`src/rtl/dsp24_mac_seq.sv`:
```
// Sequencer that drives one DSP24 as a signed 8x8 multiply-accumulator.
// Streams LEN operand pairs in, drains the DSP pipeline and hands out the 24-bit sum.
module dsp24_mac_seq #(
    parameter int LEN   = 16,
    parameter int PIPE  = 0,
    parameter int CNT_W = 16
) (
    input  logic              CLK,
    input  logic              a_RST,
    input  logic              s_valid,
    output logic              s_ready,
    input  logic [7:0]        s_a,
    input  logic [7:0]        s_b,
    input  logic              s_sub,
    output logic              m_valid,
    input  logic              m_ready,
    output logic [23:0]       m_data,
    output logic [7:0]        dsp_a,
    output logic [7:0]        dsp_b,
    output logic [1:0]        dsp_op,
    output logic              dsp_ce,
    output logic              dsp_rst,
    input  logic [23:0]       dsp_w,
    output logic              busy
);

    typedef enum logic [2:0] {
        S_IDLE  = 3'd0,
        S_CLR   = 3'd1,
        S_RUN   = 3'd2,
        S_DRAIN = 3'd3,
        S_DONE  = 3'd4,
        S_OUT   = 3'd5
    } state_t;

    localparam logic [CNT_W-1:0] LP_LAST       = CNT_W'(LEN - 1);
    localparam logic [CNT_W-1:0] LP_DRAIN_LAST = CNT_W'((PIPE > 0) ? (PIPE - 1) : 0);

    state_t           r_state;
    state_t           w_next;
    logic [CNT_W-1:0] r_cnt;
    logic             r_dsp_rst;
    logic             r_m_valid;
    logic [23:0]      r_m_data;
    logic             w_accept;

    // Next-state decode and the combinational DSP pin drive for the current state.
    always_comb begin
        w_next   = r_state;
        s_ready  = 1'b0;
        dsp_a    = 8'd0;
        dsp_b    = 8'd0;
        dsp_op   = 2'b00;
        dsp_ce   = 1'b0;
        w_accept = 1'b0;
        case (r_state)
            S_IDLE: begin
                w_next = S_CLR;
            end
            S_CLR: begin
                w_next = S_RUN;
            end
            S_RUN: begin
                s_ready = 1'b1;
                if (s_valid) begin
                    dsp_a    = s_a;
                    dsp_b    = s_b;
                    dsp_op   = s_sub ? 2'b10 : 2'b00;
                    dsp_ce   = 1'b1;
                    w_accept = 1'b1;
                    if (r_cnt == LP_LAST) begin
                        w_next = (PIPE > 0) ? S_DRAIN : S_DONE;
                    end else begin
                        w_next = S_RUN;
                    end
                end else begin
                    // Stall: CE low freezes every DSP register, so nothing is lost.
                    dsp_ce = 1'b0;
                    w_next = S_RUN;
                end
            end
            S_DRAIN: begin
                dsp_ce = 1'b1;
                if (r_cnt == LP_DRAIN_LAST) begin
                    w_next = S_DONE;
                end else begin
                    w_next = S_DRAIN;
                end
            end
            S_DONE: begin
                w_next = S_OUT;
            end
            S_OUT: begin
                if (m_ready) begin
                    w_next = S_CLR;
                end else begin
                    w_next = S_OUT;
                end
            end
            default: begin
                w_next = S_IDLE;
            end
        endcase
    end

    // State register.
    always_ff @(posedge CLK or posedge a_RST) begin
        if (a_RST) begin
            r_state <= S_IDLE;
        end else begin
            r_state <= w_next;
        end
    end

    // Shared counter: products accepted in RUN, then drain cycles in DRAIN.
    always_ff @(posedge CLK or posedge a_RST) begin
        if (a_RST) begin
            r_cnt <= {CNT_W{1'b0}};
        end else begin
            case (r_state)
                S_RUN: begin
                    if (w_accept) begin
                        r_cnt <= (r_cnt == LP_LAST) ? {CNT_W{1'b0}} : (r_cnt + CNT_W'(1));
                    end else begin
                        r_cnt <= r_cnt;
                    end
                end
                S_DRAIN: begin
                    r_cnt <= (r_cnt == LP_DRAIN_LAST) ? {CNT_W{1'b0}} : (r_cnt + CNT_W'(1));
                end
                default: begin
                    r_cnt <= {CNT_W{1'b0}};
                end
            endcase
        end
    end

    // DSP reset is registered off the next state so it is high exactly during CLR.
    always_ff @(posedge CLK or posedge a_RST) begin
        if (a_RST) begin
            r_dsp_rst <= 1'b0;
        end else begin
            r_dsp_rst <= (w_next == S_CLR);
        end
    end

    // Result capture and output handshake.
    always_ff @(posedge CLK or posedge a_RST) begin
        if (a_RST) begin
            r_m_valid <= 1'b0;
            r_m_data  <= 24'd0;
        end else if (r_state == S_DONE) begin
            r_m_valid <= 1'b1;
            r_m_data  <= dsp_w;
        end else if ((r_state == S_OUT) && m_ready) begin
            r_m_valid <= 1'b0;
            r_m_data  <= r_m_data;
        end else begin
            r_m_valid <= r_m_valid;
            r_m_data  <= r_m_data;
        end
    end

    assign dsp_rst = r_dsp_rst;
    assign m_valid = r_m_valid;
    assign m_data  = r_m_data;
    assign busy    = (r_state != S_IDLE);

endmodule

```
`config.mk`:
```
export PLATFORM = sky130hd
export DESIGN_NAME = dsp24_mac_seq
export DESIGN_NICKNAME = d
export VERILOG_FILES = /design/src/rtl/dsp24_mac_seq.sv
export SDC_FILE = /design/constraint.sdc
export NUM_CORES = 1
export LEC_CHECK = 0
export CORE_MARGIN = 1.5
export CORE_UTILIZATION = 48
export CTS_BUF_LIST = sky130_fd_sc_hd__clkbuf_4
export DETAILED_ROUTE_END_ITERATION = 12
export PLACE_DENSITY = 0.95
export SYNTH_ARGS = -nofsm -noshare
export SYNTH_HDL_FRONTEND = slang
export SYNTH_SLANG_ARGS = --single-unit
export TNS_END_PERCENT = 100
```
`constraint.sdc`:
```
create_clock -name CLK -period 2.5 [get_ports CLK]
set_input_delay 0.25 -clock CLK [delete_from_list [all_inputs] [get_ports CLK]]
set_output_delay 0.25 -clock CLK [all_outputs]
set_load 0.01 [all_outputs]
```
# Word-level counts from Yosys, hierarchy flattened
# Cells that the tools add are included.
# Widths: inputs -> output; s select.
# classes
reduce_logical	5
n_mux	22
addsub	1
n_eq_ne	8
# op_table
operator	n
$mux 16	3
$mux 8	4
$pmux 16 s2	1
$pmux 3 s6	1
$add 16x1->16 const B	1
$eq 16x4->1 const B	1
$logic_not 16->1	1
$mux 3	4
$eq 3x1->1 const B	2
$eq 3x2->1 const B	2
$eq 3x3->1 const B	2
$mux 2	3
$mux 1	5
$logic_not 3->1	1
$reduce_bool 3->1	1
$ne 2x2->1 const B	1
$pmux 1 s2	1
$reduce_bool 2->1	1
$logic_and 1x1->1	1
# word_totals
out_inout_bits	47
regBits	45
wordCells	41
inputBits	45

# Longest topological paths before layout
# Gate-level depths: netlist of the first run.
# depth
ltp_word	5
mapped_depth	7
ltp_nobuf	6

# Worst setup path before layout of the first run
# No wires, ideal clock.
# synth_path
path_kind	reg2reg
startpoint	register r_cnt[0]
endpoint	register r_cnt[12]
slack_ns	0.806
required_time_ns	2.422
setup_ns	0.078
arrival_time_ns	1.616
stages_incl_launch_ff	6
period_less_slack_ns	1.694
path_buffers	0
cell_sequence	dfrtp_1 ha_1 inv_1 or3_4 or4b_1 a21oi_1
# synth_via
elab_chain_len	4
word_cells_on_any_way	7
cone_classes	add/sub: 1; eq/ne: 1; mux: 4; reduce/logical: 1
# synth_lines
item	line_no	text
start: declaration	41	logic [CNT_W-1:0] r_cnt;
start signal: assignment	118	r_cnt <= {CNT_W{1'b0}};
start signal: assignment	123	r_cnt <= (r_cnt == LP_LAST) ? {CNT_W{1'b0}} : (r_cnt + CNT_W'(1));
start signal: assignment	125	r_cnt <= r_cnt;
$add 16x1->16 / $eq 16x4->1 (equally long branches)	123, 129	
$mux 16	123	
$mux 16	122	if (w_accept) begin
$pmux 16 s2 (*)	120	case (r_state)
# Mark *: on every way between the ends. The rest lies on a longest branch, timed or not. The select of a mux whose other input is x is not followed.
# A chain may end at the register's enable or synchronous reset.

# Worst setup path after layout of the first run
# layout_path
startpoint	register r_state[2]
endpoint	output dsp_a[1]
# layout_via
elab_chain_len	2
# layout_lines
item	line_no	text
start: declaration	39	state_t r_state;
start signal: assignment	111	r_state <= w_next;
$eq 3x2->1	56	case (r_state)
$mux 8	56	
end: declaration	18	output logic [7:0] dsp_a,
# Every way passes these cells.

==> out/qor.txt, run 1 <==
number of max-cap violations = 0
Mapped Cells = 199
largest net degree at the start of global routing = 46
Area Overhead vs Synth = 45.0%
Required @ worst endpoint = 2250 ps
top cells by area, synth = dfrtp_1, mux2_2, and3_1
CTS H-tree lvls = 2
top cell type's share of synthesized area = 50.9%
ys async rst share = 100%
P per Cell Area = 907 mW/mm²
EDFF count, synth = 0
row cnt = 24
I/O Pins = 92
crit end category = output pin
Die Footprint = 0.00502 mm²
run status = completed
PortBufs = 90
initial antenna violation count = 0
Via-to-Cell Ratio = 5.51
Antenna Violating Nets Remaining = 0
nets = 337
count of different cell masters after synthesis = 42
routed len/inst = 14.9 µm
DRT iter0 DRCs = 134
unrepaired setup endpoints after global routing = false
TritonRoute pass-1 iters = 4
PostCTS Resize Cnt = 0
Antenna diodes = 0
vias = 1885
Synth Area per Inst = 11.1 µm²
Period minus WS final = 2330 ps
Worst Clk Skew = 11.5 ps
worst IR drop on VDD = 0.000591 V
Slew @ Worst Pin = 619 ps
max_slew headroom = 58.3%
Setup Crit Path Kind = register to output pin
post-route clock period utilization = 93.3%
Max Freq = 429 MHz
worst min path class = input pin to async pin
# clock sinks = 45
area leader, netlist = dfrtp_1
Remaining DRCs = 0
setup TNS = 0 ps
CP Launch Type = register
worst path arrival time = 2080 ps
sequential-to-total area share from yosys stat = 50.9%
CTS Buf Count = 5
Slew Viols, Final = 0
chain of cells forming the critical path = nor3b_2, buf_4, and3_1, clkdlybuf4s50_1
final HPWL from detailed placement = 3.86 mm
Initial Utilization = 50.4%
CP bufs+invs = 2
post-CTS setup buffer count = 0
Max stage delay cell, worst path = clkdlybuf4s50_1
yosys warns = 0
chip width = 70.9 µm
share of cells above drive strength 1 = 15.9%
vias in the first global route = 1923
CTS root buf = clkbuf_4
Synth Cell Area = 0.00221 mm²
Final Hold Viols = 0
GRT overflow = 0
Die H = 70.9 µm
cts hold-fix bufs = 0
most numerous cell in the Yosys netlist = dfrtp_1
cell family with most CP delay = buffers and inverters
Main synth FF type = dfrtp_1
final hold slack = 335 ps
clk slew on worst S/H paths = 120 ps
GP Congestion = 0.858
final wirelength = 5.10 mm
Worst-Skew Late Latency = 350 ps
reg2reg start = r_cnt[6]
Critical Path Start = r_state[2]
Core ar. = 0.00438 mm²
total track usage = 21.2%
top cells by count, synth = dfrtp_1, mux2_2, and3_1, nor2_1, nand2_1
LEAKAGE = 1.35 nW
flip-flop and latch count after synthesis = 45
Mapped Nets = 246
Clock Path Buffers = 2
CTS tree = done
CP max FO = 20
# setup viols final = 0
first-pass GRT wire length = 8.56 mm
worst stage delay on the critical path = 540 ps
## cells in the final DEF (no fill, tap or decap), types with 2 or more instances in the layout
| cell | count |
|---|---|
| ha_1 | 2 |
| dfrtp_1 | 44 |
| nand4_1 | 5 |
| xnor2_1 | 7 |
| and2_1 | 2 |
| inv_1 | 5 |
| nand2_1 | 10 |
| clkdlybuf4s50_1 | 90 |
| mux2_2 | 24 |
| or3_1 | 3 |
| xor2_1 | 3 |
| buf_4 | 5 |
| o21ai_0 | 6 |
| a21oi_1 | 6 |
| nor4_1 | 6 |
| nor2_1 | 16 |
| nand3_1 | 8 |
| clkbuf_4 | 6 |
| and3_1 | 17 |
## registers in the layout, indices dropped and copies added (netlist names)
signal	cells
dsp_rst	1
r_cnt	16
m_data	24
m_valid	1
r_state	3
## worst min-delay path, stage by stage
cell             delay, ps
clkdlybuf4s50_1        390
inv_1                   50
buf_4                  470
## worst paths after layout
kind	endpoint	slack [ps]	depth (start not counted)
worst max-delay path	dsp_a[1]	170	4
max in group asynchronous	r_state[0]	1770	3
worst max register to register	r_cnt[13]	330	5
worst min-delay path	r_cnt[4]	330	3
min in group CLK	m_data[17]	500	2
worst min register to register	m_data[4]	520	1
## kinds of logic after synthesis
group / share of synthesized area (%)
AND/OR/NAND/NOR: 22.8
flip-flops: 50.9
multiplexers: 12.2
AO/OA/AOI/OAI: 4.98
buffers and inverters: 3.85
XOR/XNOR: 3.96
adder cells (fa/ha/maj): 1.13
other: 0.170
## power breakdown
group	total (W)	internal, W	switching, W
Sequential	0.00115	0.000974	0.000178
Clock	0.000325	0.000113	0.000211
Combinational	0.00143	0.000843	0.000587
## layout make-up
type | instances | area [µm²]
Sequential cell | 45 | 1130
Tap cell | 52 | 65.1
Multi-Input combinational cell | 138 | 1010
Inverter | 5 | 18.8
Clock inverter | 1 | 3.75
Timing Repair Buffer | 95 | 938
Clock buffer | 6 | 45.0
Fill cell | 323 | 1180
## routing by layer
| layer | GRT usage, % | part of all wire (%) | up-vias |
|---|---|---|---|
| li1 | - | - | 889 |
| met1 | 25.2 | 38 | 899 |
| met2 | 36.8 | 51 | 90 |
| met3 | 6.84 | 9.5 | 7 |
| met4 | 6.29 | 1.3 | 0 |
| met5 | 0 | 0 | - |
## through the flow
| step | power, W | instance area [µm²] | std cells | setup slack (ps) | util [%] |
|---|---|---|---|---|---|
| after floorplan | 0.00184 | 2210 | 199 | 806 | - |
| after global placement | 0.00252 | 3150 | 335 | 478 | 71.9 |
| after detailed placement | 0.00259 | 3150 | 335 | 363 | 71.9 |
| after CTS | 0.00292 | 3200 | 342 | 64.2 | 73.0 |
| after global routing | 0.00309 | 3210 | 342 | 13.7 | 73.1 |
| final | 0.00291 | 3210 | 342 | 168 | 73.1 |
No activity file was read; power rests on OpenSTA's default activity.
==> inputs of run 2 (changes only) <==
CTS_CLUSTER_SIZE = 10   (was not set)
==> results of run 2 <==
No change in the layout: final DEF, timing and power equal those of run 1.
==> inputs of run 3 (changes only) <==
REMOVE_ABC_BUFFERS = 1   (was not set)
==> run 3 against run 2 <==
  * Non-clock buffer count is the same
  * Final area grew 0.78%
  * Wire length grew 2.6%
  * Die area is the same
  * Sequential power is essentially flat
  * Clock-buffer cell count shrank 1
  * Critical path type unchanged
  * Critical endpoint is now dsp_ce
==> out/qor.txt, run 3 (synthesis gave the netlist of run 1 again) <==
run status = completed
GRT overflow = 0 (unchanged)
total track usage = 22.0% (+0.84 points)
setup TNS = 0 ps (unchanged)
Via-to-Cell Ratio = 5.57 (+1.1%)
Period minus WS final = 2320 ps (-10.7 ps)
Initial Utilization = 50.4% (unchanged)
routed len/inst = 15.3 µm (+2.3%)
largest net degree at the start of global routing = 46 (unchanged)
Max Freq = 431 MHz (+0.46%)
worst IR drop on VDD = 0.000695 V (+18%)
Stages on worst setup path = 5 (+1)
Core ar. = 0.00438 mm² (unchanged)
setup slack after layout = 179 ps (+10.7 ps)
Antenna diodes = 0 (unchanged)
CP Launch Type = register
share of cells above drive strength 1 = 15.8% (-0.055 points)
Sw Share = 33.1% (-0.51 points)
max_slew headroom = 63.0% (+4.7 points)
Required @ worst endpoint = 2250 ps (about the same)
post-route clock period utilization = 92.8% (-0.43 points)
TritonRoute pass-1 iters = 4 (unchanged)
Setup WS pre-CTS = 413 ps (+50.1 ps)
Slew Viols, Final = 0 (unchanged)
chip width = 70.9 µm (unchanged)
DRT iter0 DRCs = 130 (-3.0%)
reg2reg start = r_cnt[7]
Die H = 70.9 µm (unchanged)
CTS H-tree lvls = 2 (unchanged)
worst stage delay on the critical path = 570 ps (+30 ps)
# clock sinks = 45 (unchanged)
CTS root buf = clkbuf_4
chain of cells forming the critical path = nor3b_1, buf_4, nand2_1, o21ai_0, clkdlybuf4s50_1
commonest non-fill, non-tap cell in the layout = clkdlybuf4s50_1
unrepaired setup endpoints after global routing = false
Die Footprint = 0.00502 mm² (unchanged)
max FFs per register = 24 (unchanged)
Clock Path Buffers = 2 (unchanged)
Max stage delay cell, worst path = clkdlybuf4s50_1
Area Overhead vs Synth = 46.1%
Setup Crit Path Kind = register to output pin
Worst-Skew Late Latency = 350 ps (about the same)
vias in the first global route = 1970 (+2.4%)
Slew @ Worst Pin = 554 ps (-65.0 ps)
Worst Clk Skew = 9.72 ps (-1.79 ps)
R2R setup slack = 400 ps (+70 ps)
vias = 1911 (+1.4%)
Remaining DRCs = 0 (unchanged)
initial antenna violation count = 0 (unchanged)
final wirelength = 5.23 mm (+2.6%)
clock share of power = 14.8% (+3.6 points)
first-pass GRT wire length = 8.80 mm (+2.7%)
I/O Pins = 92 (unchanged)
Final Hold Viols = 0 (unchanged)
crit end category = output pin
net switching power = 0.000999 W (+2.2%)
sequential power share = 38.0% (-1.6 points)
cell family with most CP delay = buffers and inverters
LEAKAGE = 1.36 nW (+0.54%)
PortBufs = 90 (unchanged)
PostCTS Resize Cnt = 0 (unchanged)
Antenna Violating Nets Remaining = 0 (unchanged)
# setup viols final = 0 (unchanged)
worst min path class = input pin to async pin
GP Congestion = 0.934 (+8.8%)
post-CTS setup buffer count = 0 (unchanged)
CTS Buf Count = 5 (unchanged)
number of max-cap violations = 0 (unchanged)
final hold slack = 316 ps (-18.3 ps)
P per Cell Area = 934 mW/mm² (+3.0%)
most frequent cells in the layout = clkdlybuf4s50_1, dfrtp_1, mux2_2
cts hold-fix bufs = 0 (unchanged)
CP max FO = 21 (+5.0%)
clk slew on worst S/H paths = 130 ps (about the same)
row cnt = 24 (unchanged)
worst reg-to-reg path cell count = 5 (unchanged)
reg2reg end = r_cnt[8]
Tot Pwr = 0.00302 W (+3.8%)
combinational share of power = 47.2% (-2.0 points)
final HPWL from detailed placement = 3.88 mm (+0.72%)
CP bufs+invs = 2 (unchanged)
Util after Layout = 73.7% (+0.57 points)
internal power = 0.00202 W (+4.6%)
nets = 337 (unchanged)
worst path arrival time = 2070 ps (about the same)
CTS tree = done
-- run 3: cell types whose count changed in the layout (fill, tap and decap cells not counted), sizes merged --
cell	before	now
bufinv	0	1
clkinvlp	0	1
clkbuf	6	5
-- run 3: layout make-up --
class	instances	area (µm²)
clock inverters	3	41.3
clock buffers	5	37.5
multi-input cells	138	1000
inverters	5	18.8
fillers	308	1150
repair buffers	95	938
flip-flops and latches	45	1130
well taps	52	65.1
-- run 3: worst max path at each step --
stage,start,endpoint
floorplan,r_state[0],r_cnt[12]
global placement,s_valid,r_cnt[15]
detailed placement,s_valid,r_cnt[13]
CTS,r_state[0],dsp_ce
global route,r_state[2],dsp_ce
finish,r_state[2],dsp_ce
-- run 3: routing by layer --
metal | up-vias | wire length, µm | global-route usage, %
li1 | 891 | - | -
met5 | - | 0 | 0
met1 | 901 | 2040 | 25.6
met2 | 111 | 2490 | 35.9
met4 | 0 | 27 | 6.92
met3 | 8 | 677 | 11.0
-- run 3: through the flow --
step | instance area, µm² | std cells
final | 3230 | 343
after global routing | 3230 | 343
after CTS | 3230 | 343
after detailed placement | 3150 | 335
after global placement | 3150 | 335
after floorplan | 2140 | 188
-- run 3: power groups by stage --
stage | sequential (W) | clock (W) | combinational, W
final | 0.00115 | 0.000445 | 0.00142
after global routing | 0.00118 | 0.000483 | 0.00155
after CTS | 0.00115 | 0.000453 | 0.00143
after detailed placement | 0.00116 | 0 | 0.00142
after global placement | 0.00114 | 0 | 0.00138
after floorplan | 0.00123 | 0 | 0.000556
-- run 3: tightest hold or removal path: cells and delay by family --
family	cells	cell delay (ps)
buffers and inverters	3	900
